==> src/rtl/q_debounce_edge_if.sv <==
// Bus bundle for q_debounce_edge: sampled input and clear toward the debouncer,
// debounced level, strobes and rise count back from it.
interface q_debounce_edge_if #(
  parameter int CNT_W = 8
);
  logic             d_in;
  logic             clear;
  logic             level;
  logic             rise;
  logic             fall;
  logic [CNT_W-1:0] edge_count;

  modport master (
    output d_in,
    output clear,
    input  level,
    input  rise,
    input  fall,
    input  edge_count
  );

  modport slave (
    input  d_in,
    input  clear,
    output level,
    output rise,
    output fall,
    output edge_count
  );
endinterface

==> src/rtl/q_debounce_edge.sv <==
// Glitch filter for a registered Q stream: clean level, rise/fall strobes, rise counter.
// Define DEBOUNCE_CNT_SAT_EN to make edge_count saturate instead of wrapping.
module q_debounce_edge #(
  parameter int STABLE_CYCLES = 4,
  parameter int CNT_W         = 8
) (
  input logic              clk,
  input logic              reset,
  q_debounce_edge_if.slave bus
);

  typedef enum logic [1:0] {
    LOW,
    CHK_HI,
    HIGH,
    CHK_LO
  } state_t;

  localparam logic [7:0] STABLE = 8'(STABLE_CYCLES);
  localparam bit         DIRECT = (STABLE_CYCLES == 1);

  state_t           state;
  logic             s;
  logic [7:0]       cnt;
  logic             level_r;
  logic             rise_r;
  logic             fall_r;
  logic [CNT_W-1:0] count_r;

  logic             window_done;
  logic             go_high;
  logic [CNT_W-1:0] count_inc;

  // The window is complete when this sample would be the STABLE-th differing one.
  always_comb begin
    window_done = ((cnt + 8'd1) == STABLE);
    go_high     = s && (((state == LOW) && DIRECT) || ((state == CHK_HI) && window_done));
  end

  always_comb begin
`ifdef DEBOUNCE_CNT_SAT_EN
    count_inc = (count_r == {CNT_W{1'b1}}) ? count_r : count_r + CNT_W'(1);
`else
    count_inc = count_r + CNT_W'(1);
`endif
  end

  always_ff @(posedge clk) begin
    if (reset) begin
      state   <= LOW;
      s       <= 1'b0;
      cnt     <= 8'd0;
      level_r <= 1'b0;
      rise_r  <= 1'b0;
      fall_r  <= 1'b0;
      count_r <= '0;
    end else begin
      s      <= bus.d_in;
      rise_r <= 1'b0;
      fall_r <= 1'b0;

      if (bus.clear) begin
        count_r <= '0;
      end else if (go_high) begin
        count_r <= count_inc;
      end

      case (state)
        LOW: begin
          if (s) begin
            if (DIRECT) begin
              state   <= HIGH;
              level_r <= 1'b1;
              rise_r  <= 1'b1;
            end else begin
              state <= CHK_HI;
              cnt   <= 8'd1;
            end
          end
        end

        CHK_HI: begin
          if (!s) begin
            state <= LOW;
            cnt   <= 8'd0;
          end else if (window_done) begin
            state   <= HIGH;
            level_r <= 1'b1;
            rise_r  <= 1'b1;
            cnt     <= 8'd0;
          end else begin
            cnt <= cnt + 8'd1;
          end
        end

        HIGH: begin
          if (!s) begin
            if (DIRECT) begin
              state   <= LOW;
              level_r <= 1'b0;
              fall_r  <= 1'b1;
            end else begin
              state <= CHK_LO;
              cnt   <= 8'd1;
            end
          end
        end

        CHK_LO: begin
          if (s) begin
            state <= HIGH;
            cnt   <= 8'd0;
          end else if (window_done) begin
            state   <= LOW;
            level_r <= 1'b0;
            fall_r  <= 1'b1;
            cnt     <= 8'd0;
          end else begin
            cnt <= cnt + 8'd1;
          end
        end

        default: begin
          state <= LOW;
          cnt   <= 8'd0;
        end
      endcase
    end
  end

  assign bus.level      = level_r;
  assign bus.rise       = rise_r;
  assign bus.fall       = fall_r;
  assign bus.edge_count = count_r;

endmodule

==> src/flat_wrapper.sv <==
// flat-port wrapper written by rule: the top's interface ports become plain ports
module q_debounce_edge_flat 
#(
  parameter int STABLE_CYCLES = 4,
  parameter int CNT_W         = 8
)
  (clk, reset, bus_d_in, bus_clear, bus_level, bus_rise, bus_fall, bus_edge_count);
  q_debounce_edge_if #(.CNT_W(CNT_W)) bus_i ();
  input logic clk;
  input logic reset;
  input wire logic [$bits(bus_i.d_in)-1:0] bus_d_in;
  input wire logic [$bits(bus_i.clear)-1:0] bus_clear;
  output wire logic [$bits(bus_i.level)-1:0] bus_level;
  output wire logic [$bits(bus_i.rise)-1:0] bus_rise;
  output wire logic [$bits(bus_i.fall)-1:0] bus_fall;
  output wire logic [$bits(bus_i.edge_count)-1:0] bus_edge_count;
  assign bus_i.d_in = bus_d_in;
  assign bus_i.clear = bus_clear;
  assign bus_level = bus_i.level;
  assign bus_rise = bus_i.rise;
  assign bus_fall = bus_i.fall;
  assign bus_edge_count = bus_i.edge_count;
  q_debounce_edge #(.STABLE_CYCLES(STABLE_CYCLES), .CNT_W(CNT_W)) u_core (.clk(clk), .reset(reset), .bus(bus_i));
endmodule
==> config.mk <==
export PLATFORM = sky130hd
export DESIGN_NAME = q_debounce_edge_flat
export DESIGN_NICKNAME = d
export VERILOG_FILES = /design/src/rtl/q_debounce_edge_if.sv /design/src/rtl/q_debounce_edge.sv /design/src/flat_wrapper.sv
export SDC_FILE = /design/constraint.sdc
export NUM_CORES = 1
export LEC_CHECK = 0
export BUFFER_PORTS_ARGS = -buffer_cell sky130_fd_sc_hd__buf_4
export CORE_UTILIZATION = 50
export DETAILED_ROUTE_END_ITERATION = 8
export PLACE_DENSITY = 0.77
export SLEW_MARGIN = 15
export SYNTH_ARGS = -nofsm -noshare
export SYNTH_HDL_FRONTEND = slang
export SYNTH_SLANG_ARGS = --single-unit
==> constraint.sdc <==
create_clock -name clk -period 1.9 [get_ports clk]
set_input_delay 0.285 -clock clk [delete_from_list [all_inputs] [get_ports clk]]
set_output_delay 0.285 -clock clk [all_outputs]
set_load 0.05 [all_outputs]
# Word-level counts from Yosys, hierarchy flattened
# Index checks and enable logic that the tools add are counted.
# totals
word_cells,53
ff_bits,22
out_inout_bits,11
# op_classes
n_mux,19
n_eq_ne,12
n_addsub,2
bitwise,3
reduce_logical,10
# op_table
cell,count
$mux 8,5
$pmux 8 s4,1
$add 8x1->8 const B,2
$mux 2,6
$eq 8x3->1 const B,1
$ne 2x1->1 const B,4
$pmux 2 s4,1
$reduce_or 3->1,2
$mux 1,5
$reduce_and 5->1,1
$eq 2x2->1 const B,2
$ne 2x2->1 const B,2
$reduce_and 4->1,1
$ne 3x1->1 const B,1
$ne 3x3->1 const B,1
$not 1->1,3
$eq 2x1->1 const B,1
$logic_and 1x1->1,2
$logic_not 2->1,1
$pmux 1 s2,1
$reduce_and 2->1,1
$reduce_bool 2->1,1
$reduce_or 2->1,1

# Depth between registers and ports, before layout
# Gate-level depths: netlist (run 1).
# depth
word_depth,5
ltp_mapped,8

# Worst setup path after synthesis (run 1)
# No wires, ideal clock.
# synth_timing
path_kind,register to register
startpoint,reg u_core.cnt[0]
endpoint,"reg u_core.count_r[0], in the netlist u_core.bus.edge_count[0]"
synth_period_minus_slack_ns,2.026
setup_ns,0.069
stages_incl_launch_ff,9
slack_ns,-0.126
t_required_ns,1.831
arrival_ns,1.957
cell_sequence,dfxtp_1 -> ha_1 -> and3_1 -> buf_6 -> a311oi_4 -> a31o_4 -> nand2_4 -> or4_1 -> o21ai_1
# synth_between
elab_chain_cells,4
# synth_rtl
item,line,text
start: declaration,q_debounce_edge.sv:24,logic [7:0] cnt;
start signal: assignment,q_debounce_edge.sv:92,cnt <= cnt + 8'd1;
start signal: assignment,q_debounce_edge.sv:119,cnt <= cnt + 8'd1;
$add 8x1->8,q_debounce_edge.sv:36,window_done = ((cnt + 8'd1) == STABLE);
$eq 8x3->1,q_debounce_edge.sv:36,
$logic_and 1x1->1 (2 in a row),q_debounce_edge.sv:37,go_high = s && (((state == LOW) && DIRECT) || ((state == CHK_HI) && window_done));
end signal: assignment,q_debounce_edge.sv:65,count_r <= count_inc;
end: declaration,q_debounce_edge.sv:28,logic [CNT_W-1:0] count_r;
# No other way between the ends.
# A chain may end at the register's enable or synchronous reset.

# Worst setup path in the final report (run 1)
# layout_timing
startpoint,reg u_core.cnt[0]
endpoint,"reg u_core.count_r[7], in the netlist u_core.bus.edge_count[7]"
# Same word-level chain as after synthesis.

==> impl_results.md, run 1 <==
* Top-level I/O count at 15
* Sequential share of the synthesized area at 36.8%
* Arrival time at the worst endpoint at 2220 ps
* DRC violations left at 0
* Crit. End Element: flip-flop
* Post-placement cell count at 184
* Final core utilization at 67.6%
* Overflow left after global routing at 0
* Post-Syn Area at 1200 sq um
* Row count at 17
* Final routed wire length divided by cell count at 15.5 um
* Effective utilization at floorplan at 53.6%
* Maximum number of pins on one net before global-route repair at 18
* Post-synthesis net count at 147
* Critical-path maximum fanout at 8
* Total routed wirelength at 2.96 mm
* Count of buffers from port buffering at 14
* Fraction of registers with async set/reset at 0%
* Global-route wire length before repair at 4.64 mm
* Fraction of layout instances using a drive strength above 1 at 32.5%
* Post-route worst hold slack at 171 ps
* Setup-failing EPs final at 3
* Time the worst path needs with I/O delays and setup at 1960 ps
* Synth warnings at 0
* Hold crit path type: primary input to flip-flop
* Worst Setup Slack, final at -57.6 ps
* Final RePlAce weighted congestion at 0.825
* Met3 WL post-DR at 82 um
* Clock slew at the register clock pins of the worst setup and hold paths at 130 ps
* All-Layer GR Usage at 24.0%
* Clock latency reported for the late side of the worst-skew pair at 310 ps
* Startpoint types: flip-flop
* Die area at 2590 sq um
* Final number of hold-violating endpoints at 0
* Critical Path Max Stage Delay at 380 ps
* Fraction of post-synthesis cell area in the top cell type by area at 36.8%
* DR pass1 iterations at 4
* Power density over the cells at 530 nW/um^2
* Yosys top cell by area: dfxtp_1
* Clock buffer count from CTS at 3
* Post-Syn Instances at 140
* Flip-flop and latch count after synthesis at 22
* Root cell of the clock tree: clkbuf_4
* Sink Count at 22
* Total core area at 2230 sq um
* Count of filler cells inserted in the layout at 194
* Vias in the first global route at 1030
* Overall power after layout at 0.000801 W
* Transition time at the pin with the least slew margin at 504 ps
* Sequential cell area in the final layout at 445 sq um
* Cell chain of the critical path: ha_2 > and3_4 > a311oi_4 > a31o_4 > nand2_4 > or3_1 > a21oi_2
* Area of the multi-input gates at 795 sq um
* Netlist cell types at 48
* Prevailing post-synth register cell: dfxtp_1
* Total inserted antenna cells at 0
* Total Nets Final at 171
* CTS tree: yes
* Highest metal layer with signal wires: met4
* Maximum clock path buffer count at 2
* Run status: complete, but fails checks
* Headroom to the max-slew limit at 66.3%
* Number of synthesized flops with an enable pin at 0
* Static Leakage at 0.533 nW
* Critical path's slowest cell: a311oi_4
* Width of the chip at 50.9 um
* Post-Route M1 WL at 1.31 mm
* Synth area leaders: dfxtp_1, nor2_1, a21oi_1, o21ai_1, ha_1
* Detailed-route vias per instance at 6.06
* Vias at 1157
* Maximum level of the CTS H-tree at 1
* Area grow syn2layout at 26.1%
* Unrepaired setup endpoints after global routing: yes
* Type of the setup path with the least slack: flip-flop to flip-flop
* Max-slew violations at 0
* Maximum vdd drop at 538 uV
* DPL Wire Length at 2.02 mm
* 1st-iter DRT viols at 29
* Largest clock skew in the final design at 6.06 ps
* Worst endpoint required time at 2160 ps
* Maxcap violations at 0
* Syn_area_per_cell at 8.55 sq um
* Reg2Reg Setup Slack at -60 ps
* Routed length on met2 at 1.51 mm
* Number of cells in the finished layout apart from fillers at 191
* Chip Height at 50.9 um
* Tcrit/Tclk final at 103%
* Failing checks: setup timing
* Cell area after placement at 1370 sq um
* Antenna violations before repair at 0
* Summed area of non-filler cells in the final layout at 1510 sq um
* Final ANT Viol Nets at 0
* Maximum frequency from static timing analysis at 511 MHz
==> area by class of cell <==
cell class,count,area share [%]
clock buffer,4,2.40
inverter,2,0.497
multi-input combinational,110,52.6
sequential,22,29.5
tap,28,2.32
timing repair buffer,25,12.7
==> report_power, final <==
group          internal (W)  leakage [nW]  switching (W)  total [W]
combinational     0.0000223         0.332      0.0000365  0.0000588
clock              0.000117        0.0210       0.000149   0.000266
sequential         0.000467         0.180     0.00000817   0.000475
total              0.000607         0.533       0.000194   0.000801
==> logic make-up (layout without fill, tap and decap cells) <==
group | count (synthesis) | in the layout | synth area share (%)
fa+ha+maj | 3 | 3 | 3.14
flops | 22 | 22 | 36.8
simple gates | 65 | 65 | 29.5
mux | 1 | 1 | 0.836
compound gates | 37 | 37 | 23.5
buf+inv | 8 | 31 | 3.34
xor+xnor | 4 | 4 | 2.93
==> synth_stat cells, drive strengths merged (2+ instances only) <==
library cell / n
a31o: 2
a21oi: 10
a31oi: 3
nand2: 11
a311oi: 2
and3b: 2
nor3: 2
o41ai: 2
buf: 3
nor2: 18
nand2b: 2
nor2b: 2
o21ai: 10
nor4: 3
or3: 4
clkbuf: 3
and3: 3
dfxtp: 22
nand4: 4
ha: 3
inv: 2
xnor2: 3
nand3: 7
==> critical path: cells and delay by family (launching register included) <==
family / cells / cell delay [ps]
compound gates: 3 / 700
simple gates: 3 / 660
flops: 1 / 350
fa+ha+maj: 1 / 200
==> path summary, 6_finish.rpt <==
path	endpoint	start	depth (start not counted)
max	u_core.bus.edge_count[7]$_SDFFE_PP0P_	u_core.cnt[0]$_SDFFE_PP0P_	7
min	u_core.s$_SDFF_PP0_	bus_d_in	2
max reg2reg	u_core.bus.edge_count[7]$_SDFFE_PP0P_	u_core.cnt[0]$_SDFFE_PP0P_	7
min reg2reg	u_core.bus.edge_count[1]$_SDFFE_PP0P_	u_core.bus.edge_count[1]$_SDFFE_PP0P_	2
==> registers in the layout, indices dropped and copies added, names as in the netlist, named ones only <==
name	flops
u_core.bus.level	1
u_core.cnt	8
u_core.bus.rise	1
u_core.state	1
u_core.bus.edge_count	8
u_core.s	1
u_core.bus.fall	1
==> per-stage QoR <==
step | setup TNS (ps) | setup WS (ps)
final | -92.2 | -57.6
after CTS | -73.6 | -28.1
after global routing | -802 | -136
after global placement | 0 | 8.41
after detailed placement | -69.8 | -34.8
after floorplan | 0 | 4.99
==> cells in the final DEF (no fill, tap or decap), types with 2 or more instances in the layout <==
cell type and instances:
inv_1 2, or3_1 3, a31oi_1 2, o41ai_1 2
nand2b_1 2, buf_4 24, xnor2_1 3, clkbuf_4 3
ha_1 2, dfxtp_2 4, nor3_1 2, o21ai_1 7
a21oi_1 9, nor4_2 2, nand4_1 4, nand2_1 10
o21ai_0 2, nand3_1 5, dfxtp_1 18, nor2b_1 2
and3b_1 2, nor2_1 17
==> metal layers <==
layer	vias up	track usage (%)
li1	568	-
met1	566	27.2
met2	18	42.5
met3	5	4.17
met4	0	12.0
met5	-	0
==> timing repair <==
item | 4_1_cts | 5_1_grt
setup endpoints to repair | 6 | 13
resized for setup | 1 | 16
hold buffers | 0 | 0
pin swaps | 0 | 4
buffers inserted | 0 | 3
Note: power is estimated with default switching activity, not from simulation.
==> run 2, diff against run 1 <==
--- a/config.mk
+++ b/config.mk
@@ -5,10 +5,12 @@
 export SDC_FILE = /design/constraint.sdc
 export NUM_CORES = 1
 export LEC_CHECK = 0
+export ABC_AREA = 1
 export BUFFER_PORTS_ARGS = -buffer_cell sky130_fd_sc_hd__buf_4
-export CORE_UTILIZATION = 50
+export CORE_UTILIZATION = 51
+export CTS_BUF_LIST = sky130_fd_sc_hd__clkbuf_16
 export DETAILED_ROUTE_END_ITERATION = 8
-export PLACE_DENSITY = 0.77
+export PLACE_DENSITY = 0.78
 export SLEW_MARGIN = 15
 export SYNTH_ARGS = -nofsm -noshare
 export SYNTH_HDL_FRONTEND = slang
==> impl_results.md, run 2 <==
* Run status: finished, final reports clean
* Count of filler cells inserted in the layout at 199
* Worst endpoint required time at 2020 ps
* Post-Syn Area at 1250 sq um
* Cell internal pwr at 0.000762 W
* Power density over the cells at 659 nW/um^2
* Maximum clock path buffer count at 2
* Critical path's slowest cell: dfxtp_2
* Effective utilization at floorplan at 55.1%
* Hold Crit Endpoint: u_core.s$_SDFF_PP0_
* Synth area leaders: dfxtp_1, nand2_1, inv_1, nor2_1, a21oi_1
* Final ANT Viol Nets at 0
* DRC violations left at 0
* Setup TNS Final at 0 ps
* Cell chain of the critical path: ha_2 > nand4_1 > nand2_1 > nand2_1 > nor2_1 > nand3_4 > nand2_1 > nand2_1 > nor3b_2
* Largest delay contributor family on the critical path: simple AND/OR/NAND/NOR gates
* Max-slew violations at 0
* Routed length on met2 at 1.26 mm
* DPL Wire Length at 2.02 mm
* Chip Height at 51.6 um
* Most common library cell in the layout ignoring fill and taps: nand2_1
* Unrepaired setup endpoints after global routing: no
* 1st-iter DRT viols at 34
* Worst slack at placement at 118 ps
* Arrival time at the worst endpoint at 1850 ps
* Total core area at 2280 sq um
* Total Nets Final at 213
* Maxcap violations at 0
* Clock buffer count from CTS at 3
* Maximum frequency from static timing analysis at 577 MHz
* Vias at 1222
* Prevailing post-synth register cell: dfxtp_1
* Portion of total power attributed to sequential cells at 49.5%
* All-Layer GR Usage at 24.1%
* Worst Setup Slack, final at 167 ps
* Global-route wire length before repair at 4.91 mm
* Maximum number of pins on one net before global-route repair at 15
* Antenna violations before repair at 0
* Startpoint types: flip-flop
* Area grow syn2layout at 16.4%
* Overall power after layout at 0.000963 W
* Final routed wire length divided by cell count at 11.7 um
* Crit. End Element: flip-flop
* Total inserted antenna cells at 0
* Number of instances on the worst hold path at 3
* Type of the setup path with the least slack: flip-flop to flip-flop
* Clock slew at the register clock pins of the worst setup and hold paths at 60 ps
* Cell type with the highest occurrence count on the critical path: nand2_1
* Setup-failing EPs final at 0
* Most repeated cell in the gate-level netlist after synthesis: nand2_1
* Transition time at the pin with the least slew margin at 617 ps
* Yosys top cell by area: dfxtp_1
* CTS tree: yes
* Fraction of registers with async set/reset at 0%
* Logic pwr share at 5.2%
* Netlist cell types at 26
* Headroom to the max-slew limit at 58.7%
* Reg-to-reg endpoint: u_core.state[0]$_SDFFE_PP0P_
* Start of the worst register-to-register path: u_core.cnt[1]$_SDFFE_PP0P_
* Tcrit/Tclk final at 91.2%
* Static Leakage at 0.655 nW
* Post-route worst hold slack at 242 ps
* Clock network power share at 45.2%
* Final number of hold-violating endpoints at 0
* Flip-flop and latch count after synthesis at 22
* Reg2Reg Setup Slack at 170 ps
* Largest clock skew in the final design at 1.95 ps
* Most frequent cells in the layout: nand2_1, inv_1, nor2_1
* DR pass1 iterations at 4
* Number of synthesized flops with an enable pin at 0
* Die area at 2660 sq um
* Clock latency reported for the late side of the worst-skew pair at 250 ps
* Top-level I/O count at 15
* Final RePlAce weighted congestion at 0.837
* Hold crit path type: primary input to flip-flop
* Total routed wirelength at 2.70 mm
* Overflow left after global routing at 0
* Area of the multi-input gates at 712 sq um
* Post-Route M1 WL at 1.30 mm
* Detailed-route vias per instance at 5.27
* Highest metal layer with signal wires: met4
* Fraction of layout instances using a drive strength above 1 at 16.2%
* Post-synthesis net count at 196
* Sink Count at 22
* Root cell of the clock tree: clkbuf_16
* Met3 WL post-DR at 110 um
* Bufs and invs on worst path at 0
* Number of hold buffers added after CTS at 0
* Top cells by instance count after synthesis: nand2_1, inv_1, nor2_1
* Syn_area_per_cell at 6.64 sq um
* Row count at 17
* Vias in the first global route at 1177
* Count of buffers from port buffering at 14
* Sw Pwr at 0.000201 W
* Sequential cell area in the final layout at 443 sq um
* Fraction of power spent switching nets at 20.9%
* Maximum level of the CTS H-tree at 1
* Width of the chip at 51.6 um
* Sequential share of the synthesized area at 35.1%
* Maximum vdd drop at 517 uV
* Reg2reg path depth at 9
* Worst hold path startpoint: bus_d_in
* Critical Path Max Stage Delay at 370 ps
* Post-Syn Instances at 189
* Critical-path maximum fanout at 5
* Synth warnings at 0
* Time the worst path needs with I/O delays and setup at 1730 ps
* Fraction of post-synthesis cell area in the top cell type by area at 35.1%
[run 2: changes by cell type in the layout (fill, tap and decap cells not counted), moves of 4 or more]
cell,delta
nand4_1,+4
nand3_1,+8
nor2_1,+6
buf_4,-10
nand2_1,+49
o21ai_1,-4
a21oi_1,+4
inv_1,+22
[run 2: cell type report]
cell class                      instances  share of cell area [%]
Tap cell                               28                    2.40
Multi-Input combinational cell        141                    48.8
Clock buffer                            3                    5.14
Inverter                               24                    6.17
Timing Repair Buffer                   14                    7.20
Sequential cell                        22                    30.3
[run 2: worst max-delay path by stage]
stage | startpoint | endpoint | slack (ps) | depth (start not counted)
floorplan | u_core.bus.edge_count[1]$_SDFFE_PP0P_ | u_core.bus.edge_count[6]$_SDFFE_PP0P_ | 290 | 8
global placement | u_core.cnt[1]$_SDFFE_PP0P_ | u_core.bus.edge_count[2]$_SDFFE_PP0P_ | 160 | 10
detailed placement | u_core.cnt[1]$_SDFFE_PP0P_ | u_core.state[0]$_SDFFE_PP0P_ | 120 | 11
CTS | u_core.cnt[1]$_SDFFE_PP0P_ | u_core.state[0]$_SDFFE_PP0P_ | 90 | 11
global route | u_core.cnt[0]$_SDFFE_PP0P_ | u_core.bus.edge_count[2]$_SDFFE_PP0P_ | 20 | 12
finish | u_core.cnt[1]$_SDFFE_PP0P_ | u_core.state[0]$_SDFFE_PP0P_ | 170 | 9
[run 2: timing repair]
item	4_1_cts	5_1_grt
resized for setup	0	3
endpoints found under the setup margin	0	8
endpoints found under the hold margin	0	0
setup buffers	0	0
[run 2: layer usage]
metal / vias up / GRT usage (%)
met5: - / 0
met3: 5 / 3.51
met2: 31 / 39.0
li1: 638 / -
met4: 0 / 9.46
met1: 548 / 32.1
[run 2: tightest hold or removal path, cell delays in order]
cell and delay, ps:
buf_4 70, inv_1 30, nor2_1 70
[run 2: cells by family (layout without fill, tap and decap cells)]
family,after synthesis,after routing,share of synthesized area [%]
fa+ha+maj,3,3,2.99
buf+inv,26,41,8.37
xor+xnor,1,1,0.698
simple gates,117,117,44.1
flops,22,22,35.1
compound gates,20,20,8.77
[run 2: power groups by stage]
stage | registers (W) | logic (W) | clock network (W)
finish | 0.000477 | 0.0000503 | 0.000435
global route | 0.000478 | 0.0000571 | 0.000465
global placement | 0.000485 | 0.0000473 | 0
CTS | 0.000476 | 0.0000499 | 0.000446
floorplan | 0.000484 | 0.0000335 | 0
detailed placement | 0.000486 | 0.0000493 | 0
[run 2: through the flow]
step | instance area, sq um | utilization, % | cells
finish | 1460 | 64.2 | 232
global route | 1460 | 64.2 | 232
CTS | 1460 | 63.9 | 232
detailed placement | 1380 | 60.6 | 229
global placement | 1380 | 60.6 | 229
floorplan | 1250 | - | 189
==> run 3, diff against run 2 <==
--- a/config.mk
+++ b/config.mk
@@ -7,6 +7,7 @@
 export LEC_CHECK = 0
 export ABC_AREA = 1
 export BUFFER_PORTS_ARGS = -buffer_cell sky130_fd_sc_hd__buf_4
+export CORE_ASPECT_RATIO = 1.2
 export CORE_UTILIZATION = 51
 export CTS_BUF_LIST = sky130_fd_sc_hd__clkbuf_16
 export DETAILED_ROUTE_END_ITERATION = 8
==> impl_results.md, run 3 (synthesis results as in run 2) <==
* Run status: finished, final reports clean
* Crit. End Element: flip-flop
* Final ANT Viol Nets at 0
* Global-route wire length before repair at 4.52 mm
* 1st-iter DRT viols at 25
* Final number of hold-violating endpoints at 0
* End point of the critical path: u_core.state[0]$_SDFFE_PP0P_
* Clock slew at the register clock pins of the worst setup and hold paths at 60 ps
* Transition time at the pin with the least slew margin at 582 ps
* Total inserted antenna cells at 0
* Static Leakage at 0.669 nW
* Maximum vdd drop at 590 uV
* Worst endpoint required time at 2030 ps
* Die area at 2660 sq um
* Count of filler cells inserted in the layout at 220
* Most frequent cells in the layout: nand2_1, inv_1, nor2_1
* Effective utilization at floorplan at 54.4%
* Total routed wirelength at 2.72 mm
* Vias in the first global route at 1129
* Chip Height at 56.3 um
* Critical path's slowest cell: dfxtp_2
* Setup-failing EPs final at 0
* Power density over the cells at 742 nW/um^2
* DRC violations left at 0
* Width of the chip at 47.3 um
* Number of hold buffers added after CTS at 0
* Start of the worst register-to-register path: u_core.cnt[0]$_SDFFE_PP0P_
* Maximum level of the CTS H-tree at 1
* Sequential cell area in the final layout at 443 sq um
* Met3 Track Usage GR at 2.89%
* Headroom to the max-slew limit at 61.0%
* Area of the multi-input gates at 714 sq um
* Fraction of layout instances using a drive strength above 1 at 17.1%
* Reg2Reg Setup Slack at 210 ps
* Type of the setup path with the least slack: flip-flop to flip-flop
* Row count at 19
* Maxcap violations at 0
* CTS tree: yes
* Overflow left after global routing at 0
* Cell type with the highest occurrence count on the critical path: nand2_1
* Arrival time at the worst endpoint at 1810 ps
* Largest clock skew in the final design at 5.04 ps
* All-Layer GR Usage at 22.6%
* Maximum number of pins on one net before global-route repair at 15
* Top-level I/O count at 15
* Tcrit/Tclk final at 88.8%
* Time the worst path needs with I/O delays and setup at 1690 ps
* Startpoint types: flip-flop
* Setup TNS Final at 0 ps
* Root cell of the clock tree: clkbuf_16
* Clock buffer count from CTS at 3
* Maximum clock path buffer count at 2
* Area grow syn2layout at 19.2%
* Critical Path Max Stage Delay at 360 ps
* Global-route layer with the greatest usage: met2
* Total Nets Final at 213
* Critical-path maximum fanout at 5
* DR pass1 iterations at 4
* Max-slew violations at 0
* Maximum frequency from static timing analysis at 593 MHz
* Clock latency reported for the late side of the worst-skew pair at 260 ps
* Final RePlAce weighted congestion at 0.868
* Vias at 1218
* Count of buffers from port buffering at 14
* Unrepaired setup endpoints after global routing: no
* Cell chain of the critical path: ha_2 > nand2_1 > nor2_1 > nand2_1 > nand2_1 > nand2_1 > nor2_4 > nand3_4 > nand2_1 > nand2_1 > nor3b_2
* Final routed wire length divided by cell count at 11.5 um
* Hold crit path type: primary input to flip-flop
* Sink Count at 22
* Post-route worst hold slack at 244 ps
* DPL Wire Length at 2.08 mm
* Detailed-route vias per instance at 5.16
* Met1 track utilization from global routing at 26.8%
* Reg2reg path depth at 11
* Critical path launch point: u_core.cnt[0]$_SDFFE_PP0P_
* Most common library cell in the layout ignoring fill and taps: nand2_1
* Reg-to-reg endpoint: u_core.state[0]$_SDFFE_PP0P_
* Antenna violations before repair at 0
* Total core area at 2310 sq um
* Met2 track utilization from global routing at 39.3%
run 3: cell count changes in the layout (fill, tap and decap cells not counted):
cell       delta
nor2_1        -1
bufinv_16     +1
nor2_2        +1
run 3: where the power goes:
group	internal [W]	switching, W	total, W	leakage [nW]
logic	0.0000154	0.0000326	0.0000480	0.440
registers	0.000468	0.00000859	0.000477	0.179
clock network	0.000418	0.000168	0.000586	0.0511
run 3: metal layers:
layer  share of wire [%]  wire, um  up-vias
li1                    -         -      643
met1                  44      1190      552
met2                  52      1420       19
met3                 3.1        85        4
met4                0.88        24        0
met5                   0         0        -
run 3: repair_timing:
item / CTS / global route
setup endpoints to repair: 0 / 10
setup buffers: 0 / 0
gates resized for setup: 0 / 4
run 3: metrics by stage:
step	util [%]	total power (W)	instance area, sq um	std cells	setup WS (ps)
floorplan	-	0.000518	1250	189	286
detailed placement	60.0	0.000535	1380	232	113
CTS	64.6	0.00112	1490	236	98.9
global route	64.9	0.00114	1500	236	13.6
finish	64.9	0.00111	1500	236	213
global placement	60.0	0.000533	1380	232	154
run 3: how the worst min path moves through the flow:
stage,slack [ps],cells past startpoint,endpoint,start
floorplan,350,1,u_core.state[0]$_SDFFE_PP0P_,reset
global placement,470,2,u_core.cnt[7]$_SDFFE_PP0P_,u_core.cnt[7]$_SDFFE_PP0P_
detailed placement,480,2,u_core.cnt[7]$_SDFFE_PP0P_,u_core.cnt[7]$_SDFFE_PP0P_
CTS,250,3,u_core.s$_SDFF_PP0_,bus_d_in
global route,240,3,u_core.s$_SDFF_PP0_,bus_d_in
finish,240,3,u_core.s$_SDFF_PP0_,bus_d_in
run 3: critical path: cells and delay by family, from the launching register on:
family | cells | cell delay (ps)
adder cells (fa/ha/maj) | 1 | 220
flip-flops | 1 | 360
AND/OR/NAND/NOR | 10 | 1000
run 3: cell type report:
cell class	instances	area share (%)
Multi-Input combinational cell	141	47.7
Sequential cell	22	29.6
Timing Repair Buffer	14	7.02
Inverter	24	6.02
Clock buffer	3	5.02
Tap cell	31	2.59
Clock inverter	1	2.01
